<file path="src/rtl/wrr_arbiter.sv">
`timescale 1ns/1ps
`default_nettype none
// ============================================================================
// Module   : wrr_arbiter
// Purpose  : Weighted round-robin arbiter with ack handshake. Shares one
//            downstream resource among WIDTH requesters; requester i receives
//            up to weight[i] acknowledged grants per round, and credits are
//            refilled from the weights input in a dedicated RELOAD state.
// Ports    : clk          - clock, rising edge
//            resetb       - asynchronous active-low reset
//            request      - per-requester request vector
//            ack          - resource done with current grant (pulse)
//            weights      - packed weights, req i at [i*WEIGHT_W +: WEIGHT_W]
//            grant        - registered one-hot grant
//            grant_valid  - registered |grant
//            grant_id     - registered index of granted requester (0 if idle)
// Revision : 1.0 - initial release
// ============================================================================
module wrr_arbiter #(
   parameter int WIDTH    = 4,
   parameter int WEIGHT_W = 4
) (
   input  logic                      clk,
   input  logic                      resetb,
   input  logic [WIDTH-1:0]          request,
   input  logic                      ack,
   input  logic [WIDTH*WEIGHT_W-1:0] weights,
   output logic [WIDTH-1:0]          grant,
   output logic                      grant_valid,
   output logic [$clog2(WIDTH)-1:0]  grant_id
);

   localparam int ID_W = $clog2(WIDTH);

   typedef enum logic [1:0] {
      ST_IDLE   = 2'd0,
      ST_RELOAD = 2'd1,
      ST_GRANT  = 2'd2
   } state_t;

   state_t              state_q;
   logic [WEIGHT_W-1:0] credit_q [WIDTH];
   logic [ID_W-1:0]     ptr_q;
   logic [WIDTH-1:0]    grant_q;
   logic                grant_valid_q;
   logic [ID_W-1:0]     grant_id_q;

   logic [WEIGHT_W-1:0] weight [WIDTH];
   logic [WIDTH-1:0]    eligible;
   logic                any_eligible;
   logic                win_found;
   logic [ID_W-1:0]     win_idx;
   logic [ID_W-1:0]     gnt_next_id;

   // Unpack weights; a zero weight masks the requester entirely.
   for (genvar gi = 0; gi < WIDTH; gi++) begin : g_unpack
      assign weight[gi]   = weights[gi*WEIGHT_W +: WEIGHT_W];
      assign eligible[gi] = request[gi] && (weight[gi] != '0);
   end

   assign any_eligible = |eligible;

   // Rotating scan starting at ptr_q: first eligible requester that still
   // has credit in the current round wins.
   always_comb begin
      logic [ID_W:0]   sum;
      logic [ID_W-1:0] idx;
      win_found = 1'b0;
      win_idx   = '0;
      sum       = '0;
      idx       = '0;
      for (int k = 0; k < WIDTH; k++) begin
         sum = {1'b0, ptr_q} + (ID_W+1)'(k);
         if (sum >= (ID_W+1)'(WIDTH)) begin
            sum = sum - (ID_W+1)'(WIDTH);
         end
         idx = sum[ID_W-1:0];
         if (!win_found && eligible[idx] && (credit_q[idx] != '0)) begin
            win_found = 1'b1;
            win_idx   = idx;
         end
      end
   end

   // Requester after the current holder, wrapping at WIDTH.
   assign gnt_next_id = (grant_id_q == ID_W'(WIDTH-1)) ? '0 : grant_id_q + ID_W'(1);

   always_ff @(posedge clk or negedge resetb) begin
      if (!resetb) begin
         state_q       <= ST_IDLE;
         ptr_q         <= '0;
         grant_q       <= '0;
         grant_valid_q <= 1'b0;
         grant_id_q    <= '0;
         for (int i = 0; i < WIDTH; i++) begin
            credit_q[i] <= '0;
         end
      end else begin
         case (state_q)
            ST_IDLE: begin
               if (win_found) begin
                  grant_q       <= WIDTH'(1) << win_idx;
                  grant_valid_q <= 1'b1;
                  grant_id_q    <= win_idx;
                  state_q       <= ST_GRANT;
               end else if (any_eligible) begin
                  // Someone wants service but the round is exhausted.
                  state_q <= ST_RELOAD;
               end
            end

            ST_RELOAD: begin
               // Only place weights are sampled into credits.
               for (int i = 0; i < WIDTH; i++) begin
                  credit_q[i] <= weight[i];
               end
               state_q <= ST_IDLE;
            end

            ST_GRANT: begin
               if (ack) begin
                  // Ack wins even if the request drops in the same cycle.
                  credit_q[grant_id_q] <= credit_q[grant_id_q] - WEIGHT_W'(1);
                  // Keep the pointer on the holder until its credit runs out.
                  ptr_q <= (credit_q[grant_id_q] == WEIGHT_W'(1)) ? gnt_next_id
                                                                    : grant_id_q;
                  grant_q       <= '0;
                  grant_valid_q <= 1'b0;
                  grant_id_q    <= '0;
                  state_q       <= ST_IDLE;
               end else if (!request[grant_id_q]) begin
                  // Abort: no credit consumed, move past the holder.
                  ptr_q         <= gnt_next_id;
                  grant_q       <= '0;
                  grant_valid_q <= 1'b0;
                  grant_id_q    <= '0;
                  state_q       <= ST_IDLE;
               end
            end

            default: begin
               grant_q       <= '0;
               grant_valid_q <= 1'b0;
               grant_id_q    <= '0;
               state_q       <= ST_IDLE;
            end
         endcase
      end
   end

   assign grant       = grant_q;
   assign grant_valid = grant_valid_q;
   assign grant_id    = grant_id_q;

endmodule
`default_nettype wire
</file>
<file path="config.mk">
export PLATFORM = sky130hd
export DESIGN_NAME = wrr_arbiter
export DESIGN_NICKNAME = d
export VERILOG_FILES = /design/src/rtl/wrr_arbiter.sv
export SDC_FILE = /design/constraint.sdc
export NUM_CORES = 1
export LEC_CHECK = 0
export BUFFER_PORTS_ARGS = -buffer_cell sky130_fd_sc_hd__buf_2
export CAP_MARGIN = 20
export CORE_MARGIN = 2
export CORE_UTILIZATION = 40
export DETAILED_ROUTE_END_ITERATION = 10
export PLACE_DENSITY = 0.69
export SYNTH_ARGS = -nofsm -noshare
export SYNTH_HDL_FRONTEND = slang
export SYNTH_SLANG_ARGS = --single-unit
</file>
<file path="constraint.sdc">
create_clock -name clk -period 5.2 [get_ports clk]
set_input_delay 1.04 -clock clk [delete_from_list [all_inputs] [get_ports clk]]
set_output_delay 1.04 -clock clk [all_outputs]
set_load 0.05 [all_outputs]
</file>
# Word-level counts from Yosys, hierarchy flattened

Cells that the tools add are included.

Register bits: 27
Bits of input ports: 23
Word-level logic and storage cells: 140

Add/subtract/negate cells: 9
$lt $le $gt $ge: 15
Equal/unequal tests: 9
Shifts and indexed selects: 1
Mux-type cells: 61
Bitwise gates (word level): 6
Reduce and logical (&&, ||, !) cells: 30

Operators by type and width:

| operator              | count |
|---|---|
| $mux W4               | 14 |
| $bmux W4 S2           | 5 |
| $mux W2               | 17 |
| $pmux W16 S2          | 1 |
| $reduce_bool A4 Y1    | 8 |
| $ge A3 B3 Y1 const B  | 8 |
| $bwmux W16            | 1 |
| $mux W16              | 1 |
| $lt A2 B3 Y1 const B  | 5 |
| $not A2 Y3            | 5 |
| $logic_and A1 B1 Y1   | 12 |
| $mux W1               | 12 |
| $pmux W4 S3           | 1 |
| $bmux W1 S2           | 5 |
| $demux W4 S2          | 1 |
| $sub A2 B1 Y2 const B | 4 |
| $add A2 B2 Y3 const B | 2 |
| $ne A2 B2 Y1 const B  | 3 |
| $ne A3 B3 Y1 const B  | 2 |
| $pmux W2 S3           | 1 |
| $reduce_and A2 Y1     | 3 |
| $eq A2 B2 Y1 const B  | 2 |
| $eq A4 B1 Y1 const B  | 1 |
| $pmux W2 S2           | 1 |
| 14 further kinds      | 16 |

# Depth between registers and ports, before layout

Gate-level depths: netlist (run 1).

Depth in word-level cells: 24
Gate-level depth with buffers: 9

# Worst setup path before layout (run 1)

Ideal clock, no wire load.

Path kind: input port to flip-flop
Start: input weights[1]
End: register grant_id_q[0] (netlist: grant_id[0])
Setup time: 65 ps
Arrival time: 2,596 ps
Data required time: 5,135 ps
Path slack: 2,539 ps
Cell stages on the path: 5
Buffers on the path: 0
Cells stage by stage: o41ai_1 > nor2_1 > o41a_1 > nor2b_4 > a22o_2

Longest elaborated chain between the ends: 20
Elaborated cells between the ends (all ways): 32

RTL lines:

| what                                                    | RTL line | RTL |
|---|---|---|
| from (decl)                                             | 27       | `input logic [WIDTH*WEIGHT_W-1:0] weights,` |
| $reduce_bool A4 Y1 *                                    | 58       | `assign eligible[gi] = request[gi] && (weight[gi] != '0);` |
| $logic_and A1 B1 Y1 *                                   | 58       |  |
| $bmux W1 S2                                             | 78       | `if (!win_found && eligible[idx] && (credit_q[idx] != '0)) begin` |
| $mux W1 (implied by the code)                           | 78       |  |
| $logic_and A1 B1 Y1                                     | 78       |  |
| $mux W1                                                 | 78       |  |
| $logic_not A1 Y1                                        | 78       |  |
| $logic_and A1 B1 Y1 (2 in series)                       | 78       |  |
| $mux W1                                                 | 78       |  |
| $logic_not A1 Y1                                        | 78       |  |
| $logic_and A1 B1 Y1 (2 in series)                       | 78       |  |
| $mux W1                                                 | 78       |  |
| $logic_not A1 Y1                                        | 78       |  |
| $logic_and A1 B1 Y1 (2 in series)                       | 78       |  |
| $mux W2 / $mux W1 (equally long branches)               | 78       |  |
| $mux W2 / $ne A2 B2 Y1 (equally long branches)          | -        |  |
| $pmux W2 S3 / $reduce_and A3 Y1 (equally long branches) | -        |  |
| to (signal assigned)                                    | 104      | `grant_id_q <= win_idx;` |
| to (decl)                                               | 46       | `logic [ID_W-1:0] grant_id_q;` |

Every way passes the cells marked *; elsewhere a longest branch is shown, timed or not. The select of a mux whose other input is x is not followed.
A chain may end at the register's enable or synchronous reset.

# Worst setup path after layout (run 1)

Same ends and word-level chain as after synthesis.

==> impl_metrics.json, run 1 <==
{
  "netlist_area_um2": 1695,
  "drive_above_1_share": 0.1836,
  "critPathKind": "input port to register",
  "detail-route-antenna-nets": 0,
  "clkTransAtPathRegs_ns": 0.09,
  "synth-edff-count": 0,
  "syn_avg_cell_area_um2": 9.471,
  "antenna_found_initial": 0,
  "clock_path_buffers": 2,
  "wl_per_cell_um": 16.39,
  "holdBufCountCts": 0,
  "synthFlopType": "dfrtp_1",
  "grt_pass1_wl_um": 7134,
  "ioPinCount": 30,
  "drtPass1Iterations": 4,
  "finalSetupTns_ns": 0,
  "htreeDepth": 1,
  "crit_path_end_kind": "register",
  "leakagePower_nw": 0.8573,
  "synth_mux_area_frac": 0.07528,
  "reg2reg_setup_slack_ns": 2.71,
  "arrival_ns": 3.07,
  "routabilityCongestion": 0.8582,
  "setup-violations-final": 0,
  "grt.overflow.total": 0,
  "synth_top_family_by_area": "compound AO/OA/AOI/OAI gates",
  "ys_warn_count": 0,
  "tritoncts": "yes",
  "initial_utilization": 0.4208,
  "drt-initial-drc-count": 129,
  "clockRootBuffer": "clkbuf_8",
  "clkSinkCount": 27,
  "tightest_slew_ns": 0.9586,
  "cp_max_fo": 8,
  "fp.coreArea_um2": 4029,
  "post_cts_resized": 0,
  "port_buffers": 29,
  "synth_simple_gate_area_frac": 0.1720,
  "grt_max_degree": 28,
  "fin_nets": 237,
  "viasPerCell": 5.770,
  "async_reset_ff_frac": 1.000,
  "power_density_nw_per_um2": 632.5,
  "die_h_um": 69.11,
  "post_cts_buffers": 0,
  "grt_setup_unrepaired": "no",
  "period_minus_slack_ns": 2.853,
  "synth-seq-cells": 27,
  "synthCells": 179,
  "fmax_mhz": 350.5,
  "hold_ws_ns": 0.4907,
  "fillers": 392,
  "synth-compound-area-share": 0.2583,
  "area_growth_pct": 12.92,
  "synth.distinct_cells": 41,
  "slew_violations": 0,
  "status": "finished clean",
  "fin_crit_sh": 0.5487,
  "worstPathRequired_ns": 5.41,
  "insertion_delay_ns": 0.28,
  "cts_made_buffers": 3,
  "die_w_um": 69.11,
  "grt_pass1_vias": 1403,
  "post-dp-hpwl_um": 3238,
  "crit_path_start_kind": "input port",
  "ir_drop_mv": 0.1793,
  "n_antenna_cell": 0,
  "syn_nets": 208,
  "relSlewSlack": 0.3526,
  "synthAdderAreaFrac": 0.04428,
  "synth_xor_area_frac": 0.005166,
  "vias": 1483,
  "grt.total_usage": 0.1870,
  "max_cap_violations": 0,
  "dieArea_um2": 4776,
  "rows": 23,
  "drc": 0,
  "final_hold_viol_count": 0,
  "drt-total-wl_um": 4212,
  "hp-class": "register to register",
  "yosysSeqAreaShare": 0.3985,
  "fin_worst_skew_ns": 0.01074
}
per-stage QoR:
step	instance area, um2	setup slack [ns]	instances	power (mW)	util
4_1_cts	1914	2.353	257	1.211	0.4752
5_1_grt	1914	2.140	257	1.317	0.4752
6_report	1914	2.347	257	1.211	0.4752
2_1_floorplan	1695	2.539	179	0.9221	-
3_3_place_gp	1869	2.131	253	1.082	0.4640
3_5_place_dp	1869	2.073	253	1.088	0.4640
worst max-delay path: stages:
cell	delay, ns
buf_2	0.10
o41ai_1	0.88
nor2_1	0.18
o41a_1	0.49
nor2b_4	0.22
a22o_2	0.16
registers in the layout, summed over array words and instances (netlist names):
| signal | cells |
|---|---|
| grant_id | 2 |
| ptr_q | 2 |
| state_q | 2 |
| credit_q | 16 |
| grant_valid | 1 |
| grant | 4 |
final cells by class:
cell class / count / area [um2] / area share
multi-input combinational: 135 / 940.9 / 0.4915
sequential: 27 / 675.6 / 0.3529
timing repair buffer: 29 / 145.1 / 0.07582
tap: 50 / 62.56 / 0.03268
clock buffer: 4 / 45.04 / 0.02353
inverter: 12 / 45.04 / 0.02353
placed cells by master, fill, tap and decap left out, drive strengths merged, types with 2 or more instances in the layout:
master	netlist	layout
o41a	2	2
and2	2	2
mux4	5	5
inv	12	12
o21ai	14	14
o41ai	4	4
nand2	17	17
a31oi	4	4
clkbuf	3	4
a32o	4	4
nor4	4	4
nor2	17	17
ha	6	6
nor3b	4	4
a21oi	23	23
nand2b	2	2
a22o	2	2
dfrtp	27	27
buf	1	29
nor2b	4	4
a221oi	5	5
o31ai	2	2
or4	2	2
report_power, final:
group / switching (mW) / total [mW] / internal (mW)
combinational: 0.428 / 0.689 / 0.260
clock: 0.0664 / 0.121 / 0.0550
sequential: 0.0981 / 0.401 / 0.303
total: 0.593 / 1.21 / 0.618
logic make-up after synthesis:
group                    Yosys count
adder cells (fa/ha/maj)            6
flip-flops                        27
AO/OA/AOI/OAI                     66
AND/OR/NAND/NOR                   57
multiplexers                       5
buffers and inverters             17
XOR/XNOR                           1
Yosys cell counts (2+ instances only):
cell type	number	area, um2
dfrtp_1	27	675.7
a221oi_1	5	43.79
o41a_1	2	22.52
nor2_1	17	63.81
nand2_1	17	63.81
and2_1	2	12.51
inv_1	12	45.04
mux4_1	4	105.1
nor3b_1	4	30.03
a31oi_1	4	25.02
nand2b_1	2	12.51
nor2b_1	3	18.77
a21oi_1	22	110.1
o21ai_0	14	70.07
clkbuf_1	3	11.26
ha_1	6	75.07
nor4_1	4	25.02
o31ai_1	2	15.01
o41ai_1	4	35.03
a32o_1	4	40.04
metal layers:
layer / share of wire / track usage
met1: 0.47 / 0.2737
met4: 0.014 / 0.07407
met2: 0.45 / 0.2788
met3: 0.068 / 0.02632
met5: 0 / 0
path summary, 6_finish.rpt:
check	start	end	cells after the start
setup / recovery	weights[1]	grant_id[0]$_DFFE_PN0P_	6
hold / removal	grant_valid$_DFFE_PN0P_	grant_valid$_DFFE_PN0P_	1
setup reg to reg	grant_id[0]$_DFFE_PN0P_	ptr_q[0]$_DFFE_PN0P_	8
hold reg to reg	grant_valid$_DFFE_PN0P_	grant_valid$_DFFE_PN0P_	1
max in group asynchronous	resetb	credit_q[0]$_DFFE_PN0P_	1
min in group asynchronous	resetb	credit_q[4]$_DFFE_PN0P_	1
No activity file was read; power rests on OpenSTA's default activity.
==> run 2: changes to the inputs <==
ABC_AREA = 1   (was default)
PLACE_DENSITY = 0.71   (was 0.69)
clock period = 2.38 ns   (was 5.2 ns; I/O delays follow)
==> run 2 against run 1 <==
Final cell count is 46% higher; critical endpoint is now ptr_q[1]$_DFFE_PN0P_; largest power group unchanged; combinational power grew to 2.8 times the previous value; design area is 13% higher; synthesized area is 12% higher; critical path type is now register to register; flip-flop and latch count stayed put; clock skew is 0.0015 ns lower; setup slack worse by 1.9 ns; routed wire length is 18% higher; global-route usage is 1.2 points higher; die area is 11% higher; non-clock buffer count is 3 higher.
==> impl_metrics.json, run 2 <==
{
  "status": "finished clean",
  "fp.coreArea_um2": 4661,
  "fin_worst_skew_ns": 0.009261,
  "syn_avg_cell_area_um2": 6.568,
  "insertion_delay_ns": 0.27,
  "crit_path_end_kind": "register",
  "htreeDepth": 1,
  "synth_most_common_cell": "nand2_1",
  "fin_nets": 350,
  "critPathKind": "register to register",
  "synth-edff-count": 0,
  "tritoncts": "yes",
  "setup-violations-final": 0,
  "drive_above_1_share": 0.1500,
  "fillers": 465,
  "grt_pass1_vias": 1812,
  "synthCells": 289,
  "ys_top_cells_by_area": "dfrtp_1 36%, nand2_1 20%, nor2_1 8.3%, nand3_1 5.5%, a31oi_1 4.3%",
  "post_cts_buffers": 0,
  "fin_crit_sh": 0.8278,
  "clkTransAtPathRegs_ns": 0.09,
  "cts_made_buffers": 3,
  "drc": 0,
  "total_power_mw": 3.102,
  "synth_top_area_share": 0.3560,
  "netlist_area_um2": 1898,
  "preCtsSetupSlack_ns": 0.4320,
  "initial_utilization": 0.4072,
  "vias": 1969,
  "slew_violations": 0,
  "worstPathRequired_ns": 2.55,
  "tightest_slew_ns": 0.6197,
  "grt.overflow.total": 0,
  "leakagePower_nw": 1.104,
  "grt_max_degree": 28,
  "drt-total-wl_um": 4953,
  "area_growth_pct": 13.58,
  "power_density_nw_per_um2": 1439,
  "dieArea_um2": 5312,
  "async_reset_ff_frac": 1.000,
  "port_buffers": 29,
  "die_h_um": 72.89,
  "fin_ws_ns": 0.4098,
  "die_w_um": 72.89,
  "grt.total_usage": 0.1991,
  "ioPinCount": 30,
  "grt_setup_unrepaired": "no",
  "drt-initial-drc-count": 178,
  "ir_drop_mv": 0.4322,
  "n_antenna_cell": 0,
  "final_common_cell": "nand2_1",
  "clkSinkCount": 27,
  "ys_warn_count": 0,
  "rows": 25,
  "final_cell_mix": "102 x nand2_1, 42 x nor2_1, 29 x buf_2",
  "largest_register_ffs": 16,
  "max_flop_register": "credit_q",
  "relSlewSlack": 0.5868,
  "synthFlopType": "dfrtp_1",
  "post-dp-hpwl_um": 3890,
  "hp-class": "input port to async pin",
  "post_cts_resized": 0,
  "crit_path_start_kind": "register",
  "clock_path_buffers": 2,
  "synth.distinct_cells": 26,
  "finalSetupTns_ns": 0,
  "syn_nets": 318,
  "arrival_ns": 2.14,
  "synth-seq-cells": 27,
  "yosysSeqAreaShare": 0.3560,
  "drtPass1Iterations": 5,
  "viasPerCell": 5.265,
  "detail-route-antenna-nets": 0,
  "final_hold_viol_count": 0,
  "max_cap_violations": 0,
  "period_minus_slack_ns": 1.970,
  "clockRootBuffer": "clkbuf_8",
  "wl_per_cell_um": 13.24,
  "antenna_found_initial": 0,
  "holdBufCountCts": 0,
  "synth_common_cells": "102 x nand2_1, 42 x nor2_1, 27 x dfrtp_1",
  "routabilityCongestion": 0.8705,
  "grt_pass1_wl_um": 8404,
  "cp_max_fo": 17,
  "synth.largest_area_cell": "dfrtp_1",
  "fmax_mhz": 507.6
}
-- run 2: cell count changes after synthesis, sizes merged, moves of 6 or more --
cell	before	now
o21ai	14	20
a21oi	23	11
nand2	17	105
a31oi	4	13
inv	12	20
nand3	0	23
nor2	17	44
-- run 2: cell families after synthesis --
family	after synthesis	synth area share
simple gates	177	0.3889
flops	27	0.3560
compound gates	48	0.1437
fa+ha+maj	6	0.03955
buf+inv	28	0.05801
xor+xnor	3	0.01385
-- run 2: worst max-delay path, cell delays in order, from the launching register on --
cell and delay, ns:
dfrtp_1 0.41, buf_4 0.20, o21ai_0 0.21, a21oi_1 0.07
a21oi_1 0.26, ha_1 0.20, nand3_1 0.11, nand2_1 0.12
nor2_1 0.05, o31ai_1 0.25
-- run 2: worst paths after layout --
check,startpoint,cells after the start,slack [ns],endpoint
max in group asynchronous,resetb,1,1.77,state_q[0]$_DFFE_PN0P_
worst min register to register,grant[3]$_DFFE_PN0P_,2,0.48,grant[3]$_DFFE_PN0P_
worst min-delay path,resetb,1,0.21,grant[0]$_DFFE_PN0P_
worst max register to register,grant_id[0]$_DFFE_PN0P_,9,0.41,ptr_q[1]$_DFFE_PN0P_
min in group clk,weights[15],3,0.47,credit_q[3]$_DFFE_PN0P_
worst max-delay path,grant_id[0]$_DFFE_PN0P_,9,0.41,ptr_q[1]$_DFFE_PN0P_
-- run 2: layout make-up --
type / count / area (um2) / area share
Multi-Input combinational cell: 234 / 1112 / 0.5160
Clock inverter: 1 / 5.005 / 0.002322
Sequential cell: 27 / 675.6 / 0.3134
Tap cell: 54 / 67.56 / 0.03134
Clock buffer: 3 / 41.29 / 0.01915
Timing Repair Buffer: 32 / 167.7 / 0.07777
Inverter: 23 / 86.33 / 0.04005
-- run 2: metal layers --
| layer | routed length [um] | vias to the layer above | GRT usage | share of wire |
|---|---|---|---|---|
| met5 | 0 | - | 0 | 0 |
| met4 | 49 | 0 | 0.03909 | 0.0099 |
| met3 | 239 | 5 | 0.01657 | 0.048 |
| met2 | 2361 | 59 | 0.3343 | 0.48 |
| met1 | 2302 | 897 | 0.2821 | 0.46 |
| li1 | - | 1008 | - | - |
-- run 2: stage by stage --
step,hold WS [ns],std cells,instance area [um2],utilization
after floorplan,0.1804,289,1898,-
after global placement,0.4512,370,2110,0.4526
after detailed placement,0.4607,370,2110,0.4526
after CTS,0.2273,374,2156,0.4626
after global routing,0.2520,374,2156,0.4626
final,0.2117,374,2156,0.4626
-- run 2: power by group --
group	internal (mW)	switching, mW
Clock	0.117	0.141
Combinational	0.635	1.30
Sequential	0.669	0.236
Total	1.42	1.68
